### src/rtl/calc_pkg.sv
// Shared types and constants for the shift-and-add multiplier.
// Holds the FSM state encoding and the default operand width.
package calc_pkg;

    localparam int DEFAULT_WIDTH = 4;

    typedef enum logic [1:0] {
        IDLE = 2'd0,
        RUN  = 2'd1,
        FIN  = 2'd2
    } state_t;

endpackage

### src/rtl/pp_and.sv
// Partial-product gate: every bit of a vector ANDed with one select bit.
// Purely combinational.
module pp_and #(
    parameter int WIDTH = 4
) (
    input  logic [WIDTH-1:0] vec,
    input  logic             sel,
    output logic [WIDTH-1:0] pp
);

    assign pp = vec & {WIDTH{sel}};

endmodule

### src/rtl/shift_add_mult.sv
// Sequential shift-and-add multiplier, signed or unsigned operands.
// Fixed latency: WIDTH RUN cycles plus one FIN cycle, then a done pulse.
module shift_add_mult
    import calc_pkg::*;
#(
    parameter int WIDTH = DEFAULT_WIDTH
) (
    input  logic               clk,
    input  logic               rst,
    input  logic               start,
    input  logic               sgn,
    input  logic [WIDTH-1:0]   a,
    input  logic [WIDTH-1:0]   b,
    output logic               busy,
    output logic               done,
    output logic [2*WIDTH-1:0] product
);

    localparam int CW = (WIDTH > 2) ? $clog2(WIDTH) : 1;
    localparam logic [CW-1:0] LAST = CW'(WIDTH - 1);

    state_t               state;
    logic [WIDTH-1:0]     mcand;
    logic [WIDTH-1:0]     mplier;
    logic                 neg;
    logic [2*WIDTH-1:0]   acc;
    logic [CW-1:0]        cnt;
    logic [WIDTH-1:0]     pp;
    logic [WIDTH-1:0]     a_mag;
    logic [WIDTH-1:0]     b_mag;
    logic [2*WIDTH-1:0]   pp_ext;

    // -2^(WIDTH-1) negates to itself, which reads correctly as unsigned
    assign a_mag  = (sgn && a[WIDTH-1]) ? -a : a;
    assign b_mag  = (sgn && b[WIDTH-1]) ? -b : b;
    assign pp_ext = {{WIDTH{1'b0}}, pp} << cnt;
    assign busy   = (state == RUN) || (state == FIN);

    pp_and #(
        .WIDTH(WIDTH)
    ) u_pp (
        .vec(mcand),
        .sel(mplier[0]),
        .pp (pp)
    );

    always_ff @(posedge clk) begin
        if (rst) begin
            state   <= IDLE;
            mcand   <= '0;
            mplier  <= '0;
            neg     <= 1'b0;
            acc     <= '0;
            cnt     <= '0;
            done    <= 1'b0;
            product <= '0;
        end else begin
            done <= 1'b0;
            unique case (state)
                IDLE: begin
                    if (start) begin
                        mcand  <= a_mag;
                        mplier <= b_mag;
                        neg    <= sgn & (a[WIDTH-1] ^ b[WIDTH-1]);
                        acc    <= '0;
                        cnt    <= '0;
                        state  <= RUN;
                    end
                end
                RUN: begin
                    acc    <= acc + pp_ext;
                    mplier <= mplier >> 1;
                    cnt    <= cnt + 1'b1;
                    if (cnt == LAST) begin
                        state <= FIN;
                    end
                end
                FIN: begin
                    product <= neg ? -acc : acc;
                    done    <= 1'b1;
                    state   <= IDLE;
                end
                default: begin
                    state <= IDLE;
                end
            endcase
        end
    end

endmodule

### config.mk
export PLATFORM = sky130hd
export DESIGN_NAME = shift_add_mult
export DESIGN_NICKNAME = d
export VERILOG_FILES = /design/src/rtl/calc_pkg.sv /design/src/rtl/pp_and.sv /design/src/rtl/shift_add_mult.sv
export SDC_FILE = /design/constraint.sdc
export NUM_CORES = 1
export LEC_CHECK = 0
export CAP_MARGIN = 5
export CORE_UTILIZATION = 30
export DETAILED_ROUTE_END_ITERATION = 10
export HOLD_SLACK_MARGIN = 0.03
export PLACE_DENSITY = 0.49
export RECOVER_POWER = 100
export SLEW_MARGIN = 10
export SYNTH_ARGS = -nofsm -noshare
export SYNTH_HDL_FRONTEND = slang
export SYNTH_SLANG_ARGS = --single-unit
export TNS_END_PERCENT = 20
### constraint.sdc
create_clock -name clk -period 4.8 [get_ports clk]
set_input_delay 1.44 -clock clk [delete_from_list [all_inputs] [get_ports clk]]
set_output_delay 1.44 -clock clk [all_outputs]
set_load 0.02 [all_outputs]
==> flow_summary_export.csv <==
group,metric,value,unit
run_status,outcome,"completed",
power,p_comb_frac,0.151,
placed_design,dp_hpwl,3.097,mm
global_routing,grt_antenna_before_repair,0,
critical_path,criticalPathCategory,"in2reg",
timing,final_hold_viol_count,0,
clock_network,path_clk_slew,70,ps
power,total_power,574.8,uW
logic_synthesis,synth_area_leaders,"dfxtp_1, ha_1, a211oi_1, nor2_1, nand2_1",
power,clkPwrFrac,0.379,
logic_synthesis,syn-num-nets,260,
routing,drt_wl_total,4.145,mm
routing,wl_per_cell,12.83,um
power,p_sw,163.8,uW
logic_synthesis,ys.flop_type,"dfxtp_1",
routing,vias,1629,
clock_network,clkSinkCount,30,
clock_network,root_buffer,"clkbuf_8",
logic_synthesis,synth-edff-count,0,
critical_path,cp_slowest_stage_delay,810,ps
global_routing,grt_pass1_vias,1602,
routing,drc,0,
logic_synthesis,ys_ff_latch,30,
global_routing,grt_pass1_wl,7.465,mm
hold_path,hold_path_class,"reg2reg",
floorplan,die_area,6760,um^2
logic_synthesis,synth-seq-area-share,0.3111,
logic_synthesis,netlist_area,1931,um^2
timing,final_max_slew_viol_count,0,
flow_run,drv_cap,0,
global_routing,grt_max_degree,24,
global_routing,overflow,0,
logic_synthesis,synth_top_area_cell,"dfxtp_1",
floorplan,io_pins,22,
final_layout,syn2layout_area_growth,17.50,%
logic_synthesis,yosysTopAreaCellShare,0.3111,
timing,setup_tns,0,ps
logic_synthesis,yosysWarnings,0,
clock_network,cts_tree,"yes",
power,p_per_area,253.4,nW/um^2
timing,slew_headroom,0.3066,
critical_path,required,4980,ps
logic_synthesis,syn_avg_cell_area,8.286,um^2
critical_path,crit_chain,"dlygate4sd3_1, clkbuf_1, a21oi_1, nand2b_1, mux2i_1",
clock_network,cts-htree-levels,2,
final_layout,fin_nets,274,
clock_network,post_cts_hold_buffer_count,0,
floorplan,core.rowCount,28,
final_layout,nFillCells,653,
critical_path,worstSetupEndpointType,"flop",
timing,worstMarginPinSlew,1040,ps
timing,post-route-period-util,0.6574,
routing,firstDrtPassIters,4,
logic_synthesis,synth.top_cells.by_count,"dfxtp_1, nor2_1, nand2_1",
global_routing,track_usage,0.1475,
floorplan,chipHeight,82.22,um
clock_network,cts_setup_buffers,0,
floorplan,core,6061,um^2
clock_network,cts_buffer_depth,2,
timing,finalSetupViolCount,0,
timing,fin_worst_skew,4.220,ps
clock_network,cts_inserted_buffers,5,
power,p_seq_frac,0.470,
critical_path,startpoint_type,"input port",
logic_synthesis,yosys.cell_types.count,41,
logic_synthesis,yosysMostFrequentCell,"dfxtp_1",
logic_synthesis,synthArstFlopShare,0,
floorplan,fp.dieW,82.22,um
placed_design,port_buffers,21,
critical_path,cp_max_fo,23,
power,intPower,411.0,uW
clock_network,ctsResizeCount,0,
timing,finalCriticalPeriod,3156,ps
final_layout,diodes,0,
routing,ant_nets,0,
critical_path,critPathTopFamily,"buffers and inverters",
power,p_sw_frac,0.2849,
timing,clock.fmax,316.9,MHz
power,ir_drop,101.1,uV
routing,routed_via_density,5.043,
floorplan,initial_utilization,0.3185,
final_layout,drive_gt1_frac,0.04839,
clock_network,insertion_delay,290,ps
critical_path,critPathBufInv,2,
critical_path,crit_slowest_cell,"clkbuf_1",
logic_synthesis,synthCells,233,
power,p_leak,0.8981,nW
placed_design,gp_congestion,0.7531,
timing,rsz0062_at_grt,"false",
critical_path,arrival,3340,ps
routing,first_iter_violations,106,
[power by group through the flow]
stage,registers [mW],clock network (mW),logic (mW)
4_1_cts,0.270,0.224,0.0898
6_report,0.270,0.218,0.0870
3_5_place_dp,0.276,0,0.0893
2_1_floorplan,0.270,0,0.0664
5_1_grt,0.272,0.235,0.0997
3_3_place_gp,0.276,0,0.0892
[area by class of cell]
type	instances	area (um^2)	area share
timing repair buffer	22	214.0	0.09432
clock inverter	1	5.005	0.002206
multi-input combinational	177	1227	0.5411
clock buffer	7	86.33	0.03806
tap	75	93.84	0.04137
inverter	11	41.29	0.01820
sequential	30	600.6	0.2648
[per-layer routing]
metal | routed length, um | part of all wire | vias up | track usage
met4 | 78 | 0.019 | 0 | 0.07895
met5 | 0 | 0 | - | 0
met2 | 1888 | 0.46 | 27 | 0.2496
met1 | 2043 | 0.49 | 726 | 0.1763
li1 | - | - | 868 | -
met3 | 135 | 0.033 | 8 | 0.02637
[kinds of logic after synthesis]
group | count (synthesis) | synth area share
AND/OR/NAND/NOR | 74 | 0.1886
AO/OA/AOI/OAI | 65 | 0.2327
flip-flops | 30 | 0.3111
buffers and inverters | 26 | 0.05314
adder cells (fa/ha/maj) | 15 | 0.1011
XOR/XNOR | 12 | 0.05444
multiplexers | 11 | 0.05898
[worst min-delay path, stage by stage (launching register included)]
cell,delay [ps]
dfxtp_1,310
nor2_1,80
a211oi_1,50
[flip-flops by register name, summed over array words and instances, names as in the netlist]
register	count
acc	8
done	1
state	2
neg	1
cnt	2
mplier	4
mcand	4
product	8
[worst paths after layout]
check	startpoint	to	slack (ps)	depth (start not counted)
min reg2reg	product[1]	product[1]	480	2
max reg2reg	cnt[1]	acc[7]	2470	9
max	rst	acc[7]	1640	5
min	product[1]	product[1]	480	2
[layout by cell type, fill, tap and decap left out, types with 9 or more instances in the layout]
cell type | Yosys | routed
a211oi_1 | 13 | 13
a21oi_1 | 16 | 16
clkdlybuf4s50_1 | 0 | 9
dfxtp_1 | 30 | 30
dlygate4sd3_1 | 0 | 12
ha_1 | 14 | 14
inv_1 | 11 | 11
nand2_1 | 22 | 22
nor2_1 | 23 | 23
o21ai_0 | 10 | 10
[per-stage QoR]
stage / worst slack [ps] / hold slack, ps / instances / cell area [um^2] / util
4_1_cts: 1761 / 486.5 / 323 / 2272 / 0.3749
5_1_grt: 1426 / 512.4 / 323 / 2268 / 0.3743
2_1_floorplan: 2434 / 453.8 / 233 / 1931 / -
3_5_place_dp: 1593 / 477.6 / 315 / 2181 / 0.3598
3_3_place_gp: 1684 / 475.5 / 315 / 2181 / 0.3598
6_report: 1645 / 478.1 / 323 / 2268 / 0.3743
(Power assumes the default switching activity.)
==> variant: new RTL, same settings <==
The 3 states of `state_t` get a one-hot encoding in 3 bits.
--- a/src/rtl/calc_pkg.sv
+++ b/src/rtl/calc_pkg.sv
@@ -4,10 +4,10 @@
 
     localparam int DEFAULT_WIDTH = 4;
 
-    typedef enum logic [1:0] {
-        IDLE = 2'd0,
-        RUN  = 2'd1,
-        FIN  = 2'd2
+    typedef enum logic [2:0] {
+        IDLE = 3'b001,
+        RUN  = 3'b010,
+        FIN  = 3'b100
     } state_t;
 
 endpackage
Function: same outputs for any inputs over 10 cycles, from zero or initial values and one cycle with rst high; not proved beyond that.
==> variant against the unedited design <==
- worst hold slack got worse by 0.012 ns
- synthesized cell count fell by 8.6%
- critical path type is now reg -> out
- sequential cell count rose by 1
- area after synthesis fell by 2.1%
- final area fell by 2.0%
- routed wire length fell by 7.6%
- global-route usage fell by 1.6 points
- power fell by 9.2%
- worst setup slack got worse by 0.59 ns
==> variant: results (changes against the unedited design) <==
Clock tree
  • # resized after CTS: 0 (unchanged)
  • CTS Root Cell: clkbuf_8
  • Worst skew pair latency: 0.28 ns
  • Clk slew on worst S/H paths: 0.06 ns
  • Clk buf depth: 2 (unchanged)
  • Num CTS Buffers: 5 (unchanged)
  • # H-tree levels: 2 (unchanged)
  • Post-CTS Setup Repair Bufs: 0 (unchanged)

Cells and area
  • Filler cell count in the final layout: 629 (-3.7%)
  • Final nets: 255 (-6.9%)
  • Finished Layout Cells: 307 (-5.0%)
  • # diodes: 0 (unchanged)
  • Largest regs: acc: 8 flops, product: 8 flops
  • Share of layout cells above drive strength 1: 6.897% (+2.1 points)

Detailed routing
  • Final WL: 3.832 mm (-7.6%)
  • Via count: 1520 (-6.7%)
  • DRT Pass-1 Iters: 4 (unchanged)
  • Starting DRT DRC Count: 40 (-62%)

Synthesis
  • Adder-Cell Fraction of Synth Area: 8.344% (-1.8 points)
  • Unique masters post-synth: 45 (+9.8%)
  • Synthesized area per cell: 8.870 sq um (+7.1%)
  • Ys async rst share: 0% (unchanged)
  • Synth Area in Compound Gates: 21.46% (-1.8 points)
  • YS warnings: 0 (unchanged)
  • Mux cell area share after synthesis: 5.497% (-0.40 points)
  • Post-Syn Nets: 237 (-8.8%)
  • Top cell type's share of synthesized area: 32.85% (+1.7 points)
  • Main combinational cell family by area after synthesis: simple AND/OR/NAND/NOR gates
  • Top cells by count, synth: dfxtp_1, nor2_1, nand2_1
  • Post-Synth XOR/XNOR Area: 4.172% (-1.3 points)
  • Synth area leaders: dfxtp_1, ha_1, a211oi_1, nor2_1, mux2i_1
  • Seq/Total Area, Yosys: 32.85% (+1.7 points)

Global routing
  • Vias in the first global route: 1424 (-11%)
  • Largest net degree at the start of global routing: 32 (+33%)
  • Total global-route track usage: 13.17% (-1.6 points)
  • First-pass GRT wire length: 6.672 mm (-11%)
  • Initial antenna violation count: 0 (unchanged)

STA
  • Rel. slew slack: 5.556% (-25 points)
  • Skew final: 0.006605 ns (+0.002384 ns)

Worst setup path
  • Critical path peak fanout: 17 (-26%)
  • Top cell family by delay on the critical path: simple AND/OR/NAND/NOR gates
  • CP peak stage delay: 0.76 ns (-0.05 ns)
  • CP max stage cell: nor3b_2
  • Crit start category: register

Power and ir drop
  • Leak: 0.8818 nW (-1.8%)
  • Switch share: 25.11% (-3.4 points)
  • VDD IR max: 0.09767 mV (-3.4%)

Placement
  • Placed cell count: 299 (-5.1%)
  • Post-DP HPWL: 2.870 mm (-7.3%)
  • # port buffers: 21 (unchanged)
  • Dpl cell area: 0.002151 sq mm (-1.4%)
  • Routability Congestion: 0.7784 (+3.4%)

Outcome
  • Status: finished, final reports clean

Min path
  • Worst Hold Class: reg -> reg
variant: path summary, 6_finish.rpt:
path | endpoint | cells after the start | slack, ns | from
min | mplier[1]$_SDFFE_PP0P_ | 2 | 0.47 | mplier[1]$_SDFFE_PP0P_
max | busy | 3 | 1.05 | state[2]$_SDFFE_PP0P_
min reg2reg | mplier[1]$_SDFFE_PP0P_ | 2 | 0.47 | mplier[1]$_SDFFE_PP0P_
max reg2reg | acc[7]$_SDFFE_PP0P_ | 7 | 2.26 | cnt[0]$_SDFFE_PP0P_
variant: power groups by stage:
stage	clock (W)	combinational, W	sequential (W)
floorplan	0	0.0000377	0.000275
global placement	0	0.0000527	0.000279
detailed placement	0	0.0000535	0.000279
CTS	0.000205	0.0000537	0.000273
global route	0.000217	0.0000588	0.000274
finish	0.000197	0.0000522	0.000273
variant: logic make-up after synthesis:
logic type	Yosys count
flip-flops	31
XOR/XNOR	9
multiplexers	10
adder cells (fa/ha/maj)	12
buffers and inverters	19
AND/OR/NAND/NOR	77
AO/OA/AOI/OAI	55
variant: per-layer routing:
layer / routed length, um / vias up / GRT usage [%]
met5: 0 / - / 0
met4: 50 / 0 / 5.357
met3: 118 / 5 / 3.034
met2: 1818 / 22 / 22.08
met1: 1845 / 683 / 16.07
li1: - / 810 / -
variant: tightest hold or removal path, stage by stage, from the launching register on:
cell,delay (ns)
dfxtp_1,0.32
nand2_1,0.05
a21oi_1,0.05
variant: stage by stage:
stage / util, % / setup slack (ns)
floorplan: - / 2.203
global placement: 35.90 / 1.540
detailed placement: 35.90 / 1.523
CTS: 37.26 / 1.214
global route: 37.09 / 0.8470
finish: 37.09 / 1.052
variant: area by class of cell:
| class | count | area share [%] |
|---|---|---|
| multi-input cells | 163 | 53.04 |
| well taps | 75 | 4.223 |
| clock buffers | 7 | 3.435 |
| flip-flops and latches | 31 | 27.93 |
| repair buffers | 23 | 9.966 |
| clock inverters | 1 | 0.2252 |
| inverters | 7 | 1.182 |
